**config.mk**
```make
export PLATFORM = sky130hd
export DESIGN_NAME = ddram_arbiter
export DESIGN_NICKNAME = d
export VERILOG_FILES = /design/src/rtl/ddram_arbiter.sv
export SDC_FILE = /design/constraint.sdc
export NUM_CORES = 1
export LEC_CHECK = 0
export BUFFER_PORTS_ARGS = -buffer_cell sky130_fd_sc_hd__clkbuf_2
export CAP_MARGIN = 15
export CORE_ASPECT_RATIO = 1.1
export CORE_MARGIN = 1
export CORE_UTILIZATION = 45
export DETAILED_ROUTE_END_ITERATION = 10
export GPL_TIMING_DRIVEN = 0
export PLACE_DENSITY_LB_ADDON = 0.15
export SLEW_MARGIN = 20
export SYNTH_ARGS = -nofsm -noshare
export SYNTH_HDL_FRONTEND = slang
export SYNTH_SLANG_ARGS = --single-unit
```
**constraint.sdc**
```tcl
create_clock -name clk -period 3.1 [get_ports clk]
set_input_delay 0.465 -clock clk [delete_from_list [all_inputs] [get_ports clk]]
set_output_delay 0.465 -clock clk [all_outputs]
set_load 0.02 [all_outputs]
```
**src/rtl/ddram_arbiter.sv**
```systemverilog
// ddram_arbiter: shares the single DDRAM port between a burst reader (A) and a single-word read/write port (B)
// A: a_req/a_addr/a_burst in; a_ack, a_dout/a_valid/a_done out
// B: b_rd/b_wr/b_addr/b_din/b_be in; b_busy, b_dout/b_valid out
// DDRAM: ddr_busy/ddr_dout/ddr_dout_ready in; ddr_rd/ddr_we/ddr_addr/ddr_burstcnt/ddr_din/ddr_be out
module ddram_arbiter #(
  parameter int A_MAX = 4
) (
  input  logic        clk,
  input  logic        reset_n,
  input  logic        a_req,
  input  logic [28:0] a_addr,
  input  logic [7:0]  a_burst,
  output logic        a_ack,
  output logic [63:0] a_dout,
  output logic        a_valid,
  output logic        a_done,
  input  logic        b_rd,
  input  logic        b_wr,
  input  logic [28:0] b_addr,
  input  logic [63:0] b_din,
  input  logic [7:0]  b_be,
  output logic        b_busy,
  output logic [63:0] b_dout,
  output logic        b_valid,
  input  logic        ddr_busy,
  input  logic [63:0] ddr_dout,
  input  logic        ddr_dout_ready,
  output logic        ddr_rd,
  output logic        ddr_we,
  output logic [28:0] ddr_addr,
  output logic [7:0]  ddr_burstcnt,
  output logic [63:0] ddr_din,
  output logic [7:0]  ddr_be
);
  typedef enum logic [2:0] {IDLE, A_CMD, A_DATA, B_CMD, B_DATA} state_t;
  state_t state, state_nx;
  logic [3:0] acnt;
  logic [7:0] beat;
  logic b_we;
  logic [28:0] b_addr_q;
  logic [63:0] b_din_q;
  logic [7:0] b_be_q;
  logic idle, grant_a, grant_b, a_beat, a_last, b_beat, b_done;
  always_comb begin
    idle = state == IDLE;
    grant_b = b_busy && (!a_req || acnt == 4'(A_MAX));
    grant_a = a_req && !grant_b;
    a_beat = (state == A_CMD || state == A_DATA) && ddr_dout_ready;
    a_last = beat == ddr_burstcnt - 8'd1;
    b_beat = state == B_DATA && ddr_dout_ready;
    b_done = b_beat || (state == B_CMD && !ddr_busy && b_we);
    state_nx = state;
    case (state)
      IDLE:    state_nx = grant_b ? B_CMD : grant_a ? A_CMD : IDLE;
      A_CMD:   state_nx = (a_beat && a_last) ? IDLE : !ddr_busy ? A_DATA : A_CMD;
      A_DATA:  state_nx = (a_beat && a_last) ? IDLE : A_DATA;
      B_CMD:   state_nx = ddr_busy ? B_CMD : b_we ? IDLE : B_DATA;
      B_DATA:  state_nx = ddr_dout_ready ? IDLE : B_DATA;
      default: state_nx = IDLE;
    endcase
  end
  always_ff @(posedge clk or negedge reset_n)
    if (!reset_n) state <= IDLE;
    else state <= state_nx;
  always_ff @(posedge clk or negedge reset_n) begin
    if (!reset_n) begin
      a_ack <= 1'b0;
      a_dout <= '0;
      a_valid <= 1'b0;
      a_done <= 1'b0;
      b_busy <= 1'b0;
      b_dout <= '0;
      b_valid <= 1'b0;
      ddr_rd <= 1'b0;
      ddr_we <= 1'b0;
      ddr_addr <= '0;
      ddr_burstcnt <= '0;
      ddr_din <= '0;
      ddr_be <= '0;
      acnt <= '0;
      beat <= '0;
      b_we <= 1'b0;
      b_addr_q <= '0;
      b_din_q <= '0;
      b_be_q <= '0;
    end else begin
      a_ack <= idle && grant_a;
      a_valid <= a_beat;
      a_done <= a_beat && a_last;
      if (a_beat) a_dout <= ddr_dout;
      beat <= idle ? 8'd0 : beat + 8'(a_beat);
      b_valid <= b_beat;
      if (b_beat) b_dout <= ddr_dout;
      // command strobes follow the state we are entering, so they rise with the grant
      ddr_rd <= state_nx == A_CMD || (state_nx == B_CMD && !b_we);
      ddr_we <= state_nx == B_CMD && b_we;
      if (idle && grant_a) begin
        ddr_addr <= a_addr;
        ddr_burstcnt <= (a_burst == 8'd0) ? 8'd1 : a_burst;
        acnt <= b_busy ? acnt + 4'd1 : 4'd0;
      end
      if (idle && grant_b) begin
        ddr_addr <= b_addr_q;
        ddr_burstcnt <= 8'd1;
        ddr_din <= b_din_q;
        ddr_be <= b_be_q;
        acnt <= 4'd0;
      end
      // write wins when both strobes arrive together
      if (!b_busy && (b_rd || b_wr)) begin
        b_busy <= 1'b1;
        b_we <= b_wr;
        b_addr_q <= b_addr;
        b_din_q <= b_din;
        b_be_q <= b_be;
      end else if (b_done) b_busy <= 1'b0;
    end
  end
endmodule
```
* After elaboration in Yosys (flattened, before gate mapping)
Cells that the tools add are included.
** Word-level totals
- Register bits after elaboration :: 361
- Output and inout bits :: 244
- Word-level logic and storage cells :: 77
** Operators by class
- Add/sub/neg operators :: 3
- Equal/unequal tests :: 8
- Multiplexer cells :: 20
- Reduce and logical (&&, ||, !) cells :: 26
** Operator list (number)
- 2-to-1 mux 29 bit :: 2
- 2-to-1 mux 8 bit :: 4
- one-hot mux 3 bit (5 select lines) :: 1
- logical AND 1 bit :: 12
- 2-to-1 mux 4 bit :: 3
- == test 3 x 2 -> 1 bit (second input constant) :: 3
- 2-to-1 mux 3 bit :: 3
- adder 8 x 1 -> 8 bit :: 1
- == test 8 bit :: 1
- logical NOT 8 bit :: 1
- 2-to-1 mux 2 bit :: 4
- subtractor 8 x 1 -> 8 bit (second input constant) :: 1
- == test 3 x 1 -> 1 bit (second input constant) :: 2
- logical NOT 1 bit :: 5
- logical OR 1 bit :: 5
- adder 4 x 1 -> 4 bit (second input constant) :: 1
- == test 4 x 3 -> 1 bit (second input constant) :: 1
- nonzero test 2 bit :: 2
- == test 3 bit (second input constant) :: 1
- logical NOT 3 bit :: 1
- 2-to-1 mux 1 bit :: 3

* Depth between registers and ports, before layout
Gate-level depths: netlist of the first run.
- Depth in word-level cells :: 11
- Depth in mapped cells :: 11
- Depth with buffers taken out :: 9

* Least setup slack after synthesis of the first run
OpenSTA, ideal clock, no wires.
- Path type :: flip-flop to flip-flop
- From :: register state[1]
- To :: register beat[7]
- Arrival time :: 2181 ps
- Data required time :: 2968 ps
- Setup slack :: 788 ps
- Cell stages (with the launch flop) :: 12
- Cells stage by stage :: dfrtp_1 > buf_2 > xnor2_1 > or2_2 > inv_1 > clkbuf_1 > ha_1 > and3_1 > nand3_1 > or2_2 > xor2_1 > nor2_1
** Between the ends
- Word-level cells in the longest chain between the ends :: 5
- Elaborated cells between the ends (all ways) :: 7
** Ends and longest elaborated chain
- start: declaration :: line 36 : state_t state, state_nx;
- start signal: assignment :: line 64 : else state <= state_nx;
- == test 3 x 1 -> 1 bit / == test 3 x 2 -> 1 bit (equally long branches) :: line 48 : a_beat = (state == A_CMD || state == A_DATA) && ddr_dout_ready;
- logical OR 1 bit (*) :: line 48
- logical AND 1 bit (*) :: line 48
- named net a_beat :: line 43 : logic idle, grant_a, grant_b, a_beat, a_last, b_beat, b_done;
- adder 8 x 1 -> 8 bit (*) :: line 91 : beat <= idle ? 8'd0 : beat + 8'(a_beat);
- 2-to-1 mux 8 bit (*) :: line 91
- end signal: assignment :: line 91
- end: declaration :: line 38 : logic [7:0] beat;
Mark *: on every way through the listed nets, which the timed path passes. The rest lies on a longest branch.
A chain may end at the register's enable or synchronous reset.

* Final worst setup path of the first run
- From :: register state[2]
- To :: register beat[7]
Same word-level chain as after synthesis.

==> flow_summary.toml, run 1 <==
[outcome]
status = "finished, final reports clean"

[critical_path]
cp.arrival_ps = 3200
worst-path-max-fanout = 11
cp-start-kind = "flop"
end_kind = "flop"
critical_path_class = "flop to flop"
critPathRequiredTime_ps = 3480

[finish]
fin_util_pct = 59.85
fin_nets = 1931
fin_area_um2 = 18310
layout-drive-gt1-share_pct = 40.46
layout_commonest_cell = "nand2_1"
syn2layout_area_growth_pct = 30.04
final_cell_mix = "460 x nand2_1, 451 x clkbuf_2, 361 x dfrtp_1"

[yosys]
syn_inst = 1220
seq_area_frac_synth_pct = 64.15
ys_types = 43
synth.net_count = 1434
synth_edf_count = 0
yosysWarnings = 0
synth_area_per_cell_um2 = 11.54
synth_ff_type = "dfrtp_1"
synth_seq_cells = 361
ys_async_sr_fraction_pct = 100.0
syn-cell-area_um2 = 14080

[timing]
setup_viol = 0
setup_slack_ps = 276.7
period_needed_ps = 2823
hold_violations = 0
fin_skew_ps = 15.10
hold_slack_ps = 161.3
slew_violations = 0
rsz0062_at_grt = "false"
worstMarginPinSlew_ps = 735.5
max_freq_mhz = 354.2
finalCritPeriodShare_pct = 91.07
relSlewSlack_pct = 50.64

[die]
die_h_um = 187.5
io_pins = 453
die_w_um = 170.7
core_um2 = 30600
start_util_pct = 46.02
die-area_um2 = 32010
rows = 67

[route]
via_per_inst = 4.854
ant_nets = 0
wire_per_inst_um = 17.01
vias = 10484
drc = 0
drt_iter0_drc = 445
drt_pass1_iterations = 4
wl_mm = 36.74

[flow_run]
maxCapViolCount = 0

[grt]
grt_pass1_vias = 10858
track_usage_pct = 23.34
grt_pass1_wl_mm = 58.24
antenna_found_initial = 5
grt_max_degree = 93
gr-total-overflow = 0

[clocking]
numCtsBuffers = 38
path_clk_slew_ps = 60
htree_levels = 2
post_cts_buffers = 0
cts_tree = "yes"
cts-root-buf = "clkbuf_16"
clock-sinks = 361
cts_hold_buf = 1
clk_path_buf_depth = 3
clk_latency_ps = 520
ctsResizeCount = 0

[placed_design]
place_hpwl_mm = 27.39
place_congestion = 0.7686
numPortBuffers = 452
dpl_worst_slack_ps = 273.5
postPlaceCellArea_um2 = 16980

[power]
ir_worst_vdd_uv = 674.8
p_per_area_nw_per_um2 = 1155
p_leak_nw = 9.626

[hold_path]
worstHoldPathType = "input port to flop"
registers in the layout, indices dropped and copies added (netlist names), 3 cells and up:
signal / cells
ddr_din: 64
state: 3
b_be_q: 8
a_dout: 64
b_dout: 64
ddr_be: 8
b_din_q: 64
ddr_addr: 29
beat: 8
b_addr_q: 29
acnt: 4
ddr_burstcnt: 8
path summary, 6_finish.rpt:
kind / slack (ps) / to / start / depth (start not counted)
setup / recovery: 280 / beat[7]$_DFF_PN0_ / state[2]$_DFF_PN0_ / 10
hold / removal: 160 / a_dout[16]$_DFFE_PN0P_ / ddr_dout[16] / 3
setup reg to reg: 280 / beat[7]$_DFF_PN0_ / state[2]$_DFF_PN0_ / 10
hold reg to reg: 460 / ddr_din[59]$_DFFE_PN0P_ / b_din_q[59]$_DFFE_PN0P_ / 2
max in group asynchronous: 1480 / ddr_din[17]$_DFFE_PN0P_ / reset_n / 4
min in group asynchronous: 460 / b_addr_q[13]$_DFFE_PN0P_ / reset_n / 2
layout make-up:
cell class              count  area, µm²
flip-flops and latches    361       9034
inverters                   7      26.28
fillers                  2635      12290
multi-input cells         789       4762
diodes                      1      2.502
well taps                 414      518.0
clock inverters             8      121.4
repair buffers            457       2391
clock buffers              60       1197
plain buffers              63      260.3
synth_stat cells, types with 2 or more instances:
| library cell | instances | area share, % |
|---|---|---|
| and3_1 | 4 | 0.18 |
| xnor2_1 | 10 | 0.62 |
| nand2_1 | 460 | 12 |
| nor2b_1 | 6 | 0.27 |
| nor3_1 | 5 | 0.18 |
| xor2_1 | 7 | 0.44 |
| nand2b_1 | 7 | 0.31 |
| ha_1 | 5 | 0.44 |
| buf_1 | 8 | 0.21 |
| nor2_1 | 8 | 0.21 |
| o21ai_0 | 43 | 1.5 |
| or2_2 | 2 | 0.089 |
| o21ai_1 | 3 | 0.11 |
| a21oi_1 | 5 | 0.18 |
| nor4_1 | 2 | 0.089 |
| nand3_1 | 6 | 0.21 |
| mux2_2 | 166 | 13 |
| dfrtp_1 | 361 | 64 |
| inv_1 | 7 | 0.19 |
| mux2i_1 | 29 | 2.1 |
| buf_2 | 19 | 0.68 |
| clkbuf_1 | 36 | 0.96 |
where the power goes:
group	internal (mW)	total (mW)	switching, mW
Clock	2.90	4.72	1.82
Combinational	3.07	8.22	5.16
Sequential	6.98	8.20	1.23
per-layer routing:
| metal | GRT usage (%) | wire [µm] |
|---|---|---|
| met5 | 0 | 51 |
| met4 | 8.836 | 1400 |
| met3 | 8.168 | 3433 |
| met2 | 39.25 | 17780 |
| met1 | 27.26 | 14080 |
stage by stage:
step	instances	TNS, ps	power (mW)
after floorplan	1220	0	13.44
after global routing	2159	0	22.56
after global placement	2086	-2333000	16.36
after CTS	2159	0	21.40
after detailed placement	2090	0	16.60
final	2160	0	21.14
critical path: stages (launching register included):
cell and delay, ps:
dfrtp_1 460, nand2b_1 190, or2_2 320, inv_1 70, clkbuf_1 510, ha_1 320, and3_1 180, nand3_1 120
or2_2 330, xor2_1 140, nor2_1 50
kinds of logic (layout without fill, tap and decap cells):
group,count (synthesis),count (layout),synth area share [%]
adders and majority gates,5,5,0.4442
xor gates and xnor gates,17,17,1.057
and+or+nand+nor,506,506,14.15
AOI/OAI and AO/OA,66,66,2.825
buffers and inverters,70,595,2.035
other,0,1,0
DFF,361,361,64.15
muxes,195,195,15.34
Power figures use the tool's default switching activity.
==> inputs of run 2 (changes only) <==
Settings changed: CTS_BUF_LIST set to sky130_fd_sc_hd__clkbuf_4.
==> run 2 against run 1 <==
  * Register-to-register slack is essentially flat
  * Non-clock buffer count increased by 196
  * Flip-flop and latch count stayed put
  * Hold slack got worse by 100 ps
  * Worst setup slack better by 7.2 ps
  * Cell count is 13% higher
  * Core utilization increased by 6.0 points
  * Clock-buffer cell count up 73
  * Global-route usage grew 1.9 points
  * Clock skew increased by 13 ps
  * Largest power group unchanged
==> flow_summary.toml, run 2 (same netlist as run 1, synthesis figures left out) <==
[clocking]
ctsResizeCount = 0
numCtsBuffers = 94
htree_levels = 3
cts_hold_buf = 197
clk_latency_ps = 730
cts_tree = "yes"
clk_path_buf_depth = 3
post_cts_buffers = 0
cts-root-buf = "clkbuf_4"
clock-sinks = 361
path_clk_slew_ps = 60

[finish]
fillers = 2436
multi_input_comb_area_um2 = 4762
final_cells = 2446
fin_nets = 2183
fin_area_um2 = 20160
seq_area_um2 = 9034
syn2layout_area_growth_pct = 43.15
layout_commonest_cell = "nand2_1"
final_cell_mix = "460 x nand2_1, 451 x clkbuf_2, 361 x dfrtp_1"
layout-drive-gt1-share_pct = 38.95
fin_util_pct = 65.88

[critical_path]
timing.critical_path.buf_inv = 2
r2r_start = "state[2]$_DFF_PN0_"
max_stage_delay_ps = 510
critPathRequiredTime_ps = 3680
cpLargestDelayFamily = "simple AND/OR/NAND/NOR gates"
crit_top_cell = "or2_2"
critical_path_class = "flop to flop"
cp_cell_sequence = "nand2b_1 > or2_2 > inv_1 > clkbuf_1 > ha_1 > and3_1 > nand3_1 > or2_2 > xor2_1 > nor2_1"
r2r_cells = 10
worst-path-max-fanout = 11
cp-start-kind = "flop"
cp.arrival_ps = 3400
cp_slowest_cell = "clkbuf_1"
reg2reg_to = "beat[7]$_DFF_PN0_"
regToRegSetupSlack_ps = 280
end_kind = "flop"

[grt]
track_usage_pct = 25.20
grt_pass1_vias = 12439
grt_max_degree = 93
grt_pass1_wl_mm = 63.07
gr-total-overflow = 0
antenna_found_initial = 5

[timing]
setup_slack_ps = 283.9
finalCritPeriodShare_pct = 90.84
fin_skew_ps = 28.19
max_freq_mhz = 355.1
rsz0062_at_grt = "false"
relSlewSlack_pct = 49.68
period_needed_ps = 2816
hold_violations = 0
slew_violations = 0
setup_viol = 0
worstMarginPinSlew_ps = 749.7

[outcome]
status = "finished, final reports clean"

[placed_design]
placed_cells = 2090
postPlaceCellArea_um2 = 16980
numPortBuffers = 452
place_congestion = 0.7686
place_hpwl_mm = 27.39
dpl_worst_slack_ps = 273.5

[die]
io_pins = 453
rows = 67
core_um2 = 30600
die-area_um2 = 32010
die_w_um = 170.7
start_util_pct = 46.02
die_h_um = 187.5

[route]
drt_pass1_iterations = 4
ant_nets = 0
drc = 0
drt_iter0_drc = 445
wl_mm = 39.41
wire_per_inst_um = 16.11
via_per_inst = 4.763
vias = 11651

[hold_path]
min_to = "ddr_addr[24]$_DFFE_PN0P_"
worstHoldPathType = "input port to flop"
whs_path_depth = 3
hp-start = "a_addr[24]"

[flow_run]
maxCapViolCount = 0

[power]
finalPower_mw = 20.91
ir_worst_vdd_uv = 567.5
p_per_area_nw_per_um2 = 1037
p_leak_nw = 10.51
==> run 2: changes by cell type in the layout (fill, tap and decap cells not counted), moves of 3 or more <==
cell,previous run,this run
clkbuf_4,0,133
clkinv_1,0,12
clkbuf_16,41,0
clkbuf_8,11,1
clkbuf_1,45,36
diode_2,1,4
dlygate4sd3_1,1,197
==> run 2: worst max-delay path by stage <==
stage | from | end | slack [ps] | cells past startpoint
after floorplan | state[1]$_DFF_PN0_ | beat[7]$_DFF_PN0_ | 790 | 11
after global placement | reset_n | b_dout[39]$_DFFE_PN0P_ | -6500 | 1
after detailed placement | ddr_dout_ready | beat[7]$_DFF_PN0_ | 270 | 11
after CTS | state[2]$_DFF_PN0_ | beat[7]$_DFF_PN0_ | 270 | 10
after global routing | state[2]$_DFF_PN0_ | beat[7]$_DFF_PN0_ | 110 | 10
final | state[2]$_DFF_PN0_ | beat[7]$_DFF_PN0_ | 280 | 10
==> run 2: tightest hold or removal path: cells and delay by family <==
| family | cells | cell delay [ps] |
|---|---|---|
| AO/OA/AOI/OAI | 1 | 150 |
| buffers and inverters | 1 | 70 |
| multiplexers | 1 | 50 |
==> run 2: layout make-up <==
class | instances | share of cell area (%)
Timing Repair Buffer | 653 | 21.59
Inverter | 7 | 0.1303
Multi-Input combinational cell | 789 | 23.62
Antenna cell | 4 | 0.04966
Buffer | 63 | 1.291
Sequential cell | 361 | 44.81
Clock inverter | 22 | 0.9745
Tap cell | 414 | 2.570
Clock buffer | 133 | 4.953
==> run 2: power breakdown <==
group          total, mW  internal, mW  switching, mW
logic               8.48          3.23           5.26
clock network       4.20          2.29           1.91
registers           8.23          6.97           1.25
total               20.9          12.5           8.42
==> run 2: layer usage <==
metal  routed length, µm  vias up  share of wire (%)  global-route usage, %
li1                    -     5540                  -                      -
met1               15430     5593                 39                  28.55
met2               19410      413                 49                  42.87
met3                3176      103                8.1                  8.400
met4                1387        2                3.5                  11.26
met5                  13        -              0.033                      0
==> run 2: per-stage QoR <==
stage               setup TNS [ps]  hold slack (ps)
floorplan                        0            169.4
global placement          -2333000            439.5
detailed placement               0            431.4
CTS                              0            1.035
global route                     0            19.32
finish                           0            60.29
==> inputs of run 3 (changes only) <==
Settings changed: BUFFER_PORTS_ARGS -buffer_cell sky130_fd_sc_hd__clkbuf_2 to not set, DONT_BUFFER_PORTS set to 1, GPL_ROUTABILITY_DRIVEN set to 0.
==> run 3 against run 2 <==
  * The flow now finishes with violations (negative hold slack)
  * First-iteration DRC count rose by 1.3%
  * Register-to-register slack improved by 50 ps
  * Clock power fell by 7.1%
  * Sequential power rose by 29%
  * Cell count fell by 18%
  * Worst setup slack improved by 47 ps
  * Hold slack got worse by 600 ps
  * Sequential share of layout area rose by 6.0 points
  * Largest cell class unchanged
==> flow_summary.toml, run 3 (same netlist as run 1, synthesis figures left out) <==
[route]
wire_per_inst_um = 18.53
wl_mm = 37.05
via_per_inst = 4.990
drt_iter0_drc = 451
drt_pass1_iterations = 4
ant_nets = 0
drc = 0
vias = 9976

[critical_path]
cp-start-kind = "flop"
cp_cell_sequence = "nand2b_1 > or2_2 > inv_1 > clkbuf_1 > ha_1 > and3_1 > nand3_1 > or2_2 > xor2_1 > nor2_1"
critPathRequiredTime_ps = 3690
r2r_cells = 10
max_stage_delay_ps = 500
cp.arrival_ps = 3360
end_kind = "flop"
critical_path_class = "flop to flop"
cp_slowest_cell = "clkbuf_1"
crit_top_cell = "or2_2"
worst-path-max-fanout = 11
regToRegSetupSlack_ps = 330

[die]
die_w_um = 170.7
rows = 67
core_um2 = 30600
die_h_um = 187.5
die-area_um2 = 32010
start_util_pct = 46.02
io_pins = 453

[placed_design]
place_hpwl_mm = 25.13
numPortBuffers = 0
dpl_worst_slack_ps = 318.1
postPlaceCellArea_um2 = 14600
placed_cells = 1634

[finish]
fin_util_pct = 58.16
final_cells = 1999
fin_area_um2 = 17790
multi_input_comb_area_um2 = 4762
seq_area_um2 = 9034
fin_nets = 1736
layout-drive-gt1-share_pct = 20.85
syn2layout_area_growth_pct = 26.36
fillers = 2672
layout_commonest_cell = "nand2_1"
final_cell_mix = "460 x nand2_1, 361 x dfrtp_1, 207 x dlygate4sd3_1"

[timing]
setup_slack_ps = 330.6
slew_violations = 0
period_needed_ps = 2769
relSlewSlack_pct = 15.66
fin_setup_tns_ps = 0
hold_violations = 361
max_freq_mhz = 361.1
fin_skew_ps = 33.16
hold_slack_ps = -537.3
rsz0062_at_grt = "false"
setup_viol = 0
finalCritPeriodShare_pct = 89.33
worstMarginPinSlew_ps = 1265

[clocking]
clock-sinks = 361
path_clk_slew_ps = 70
clk_path_buf_depth = 3
clk_latency_ps = 720
cts-root-buf = "clkbuf_4"
htree_levels = 3
ctsResizeCount = 0
numCtsBuffers = 93
cts_tree = "yes"
post_cts_buffers = 0
cts_hold_buf = 207

[outcome]
failed_checks = "negative hold slack"
status = "finished, violations left"

[grt]
grt_pass1_wl_mm = 58.11
grt_pass1_vias = 10748
antenna_found_initial = 4
gr-total-overflow = 0
grt_max_degree = 362
track_usage_pct = 23.47

[power]
finalPower_mw = 19.05
ir_worst_vdd_uv = 531.0
p_per_area_nw_per_um2 = 1070
p_leak_nw = 8.537

[flow_run]
maxCapViolCount = 0

[hold_path]
worstHoldPathType = "input port to asynchronous set/reset pin"
run 3: critical path, delay by kind of cell, from the launching register on:
kind	cells	cell delay, ps
xor+xnor	1	140
fa+ha+maj	1	320
buf+inv	2	570
flops	1	470
simple gates	6	1150
run 3: area by class of cell:
type | count | area share [%]
diodes | 2 | 0.02813
repair buffers | 207 | 11.64
multi-input cells | 789 | 26.76
well taps | 414 | 2.911
inverters | 7 | 0.1477
flip-flops and latches | 361 | 50.77
clock inverters | 23 | 0.6680
clock buffers | 133 | 5.611
plain buffers | 63 | 1.463
run 3: where the power goes:
part | leakage [nW] | internal [mW] | switching [mW]
Combinational | 3.40 | 2.18 | 2.37
Clock | 0.669 | 2.04 | 1.87
Sequential | 4.46 | 6.96 | 3.63
Total | 8.54 | 11.2 | 7.87
run 3: routing by layer:
metal	part of all wire (%)	vias to the layer above	track usage, %
met3	10	88	9.793
met4	3.2	4	9.910
met5	0.062	-	0
met1	37	4825	25.60
met2	49	403	39.81
li1	-	4656	-
run 3: final timing paths:
kind	startpoint	end
max	state[2]$_DFF_PN0_	beat[7]$_DFF_PN0_
min	reset_n	b_addr_q[13]$_DFFE_PN0P_
max reg2reg	state[2]$_DFF_PN0_	beat[7]$_DFF_PN0_
min reg2reg	b_din_q[46]$_DFFE_PN0P_	ddr_din[46]$_DFFE_PN0P_
max in group asynchronous	reset_n	ddr_din[13]$_DFFE_PN0P_
min in group clk	a_req	ddr_we$_DFF_PN0_
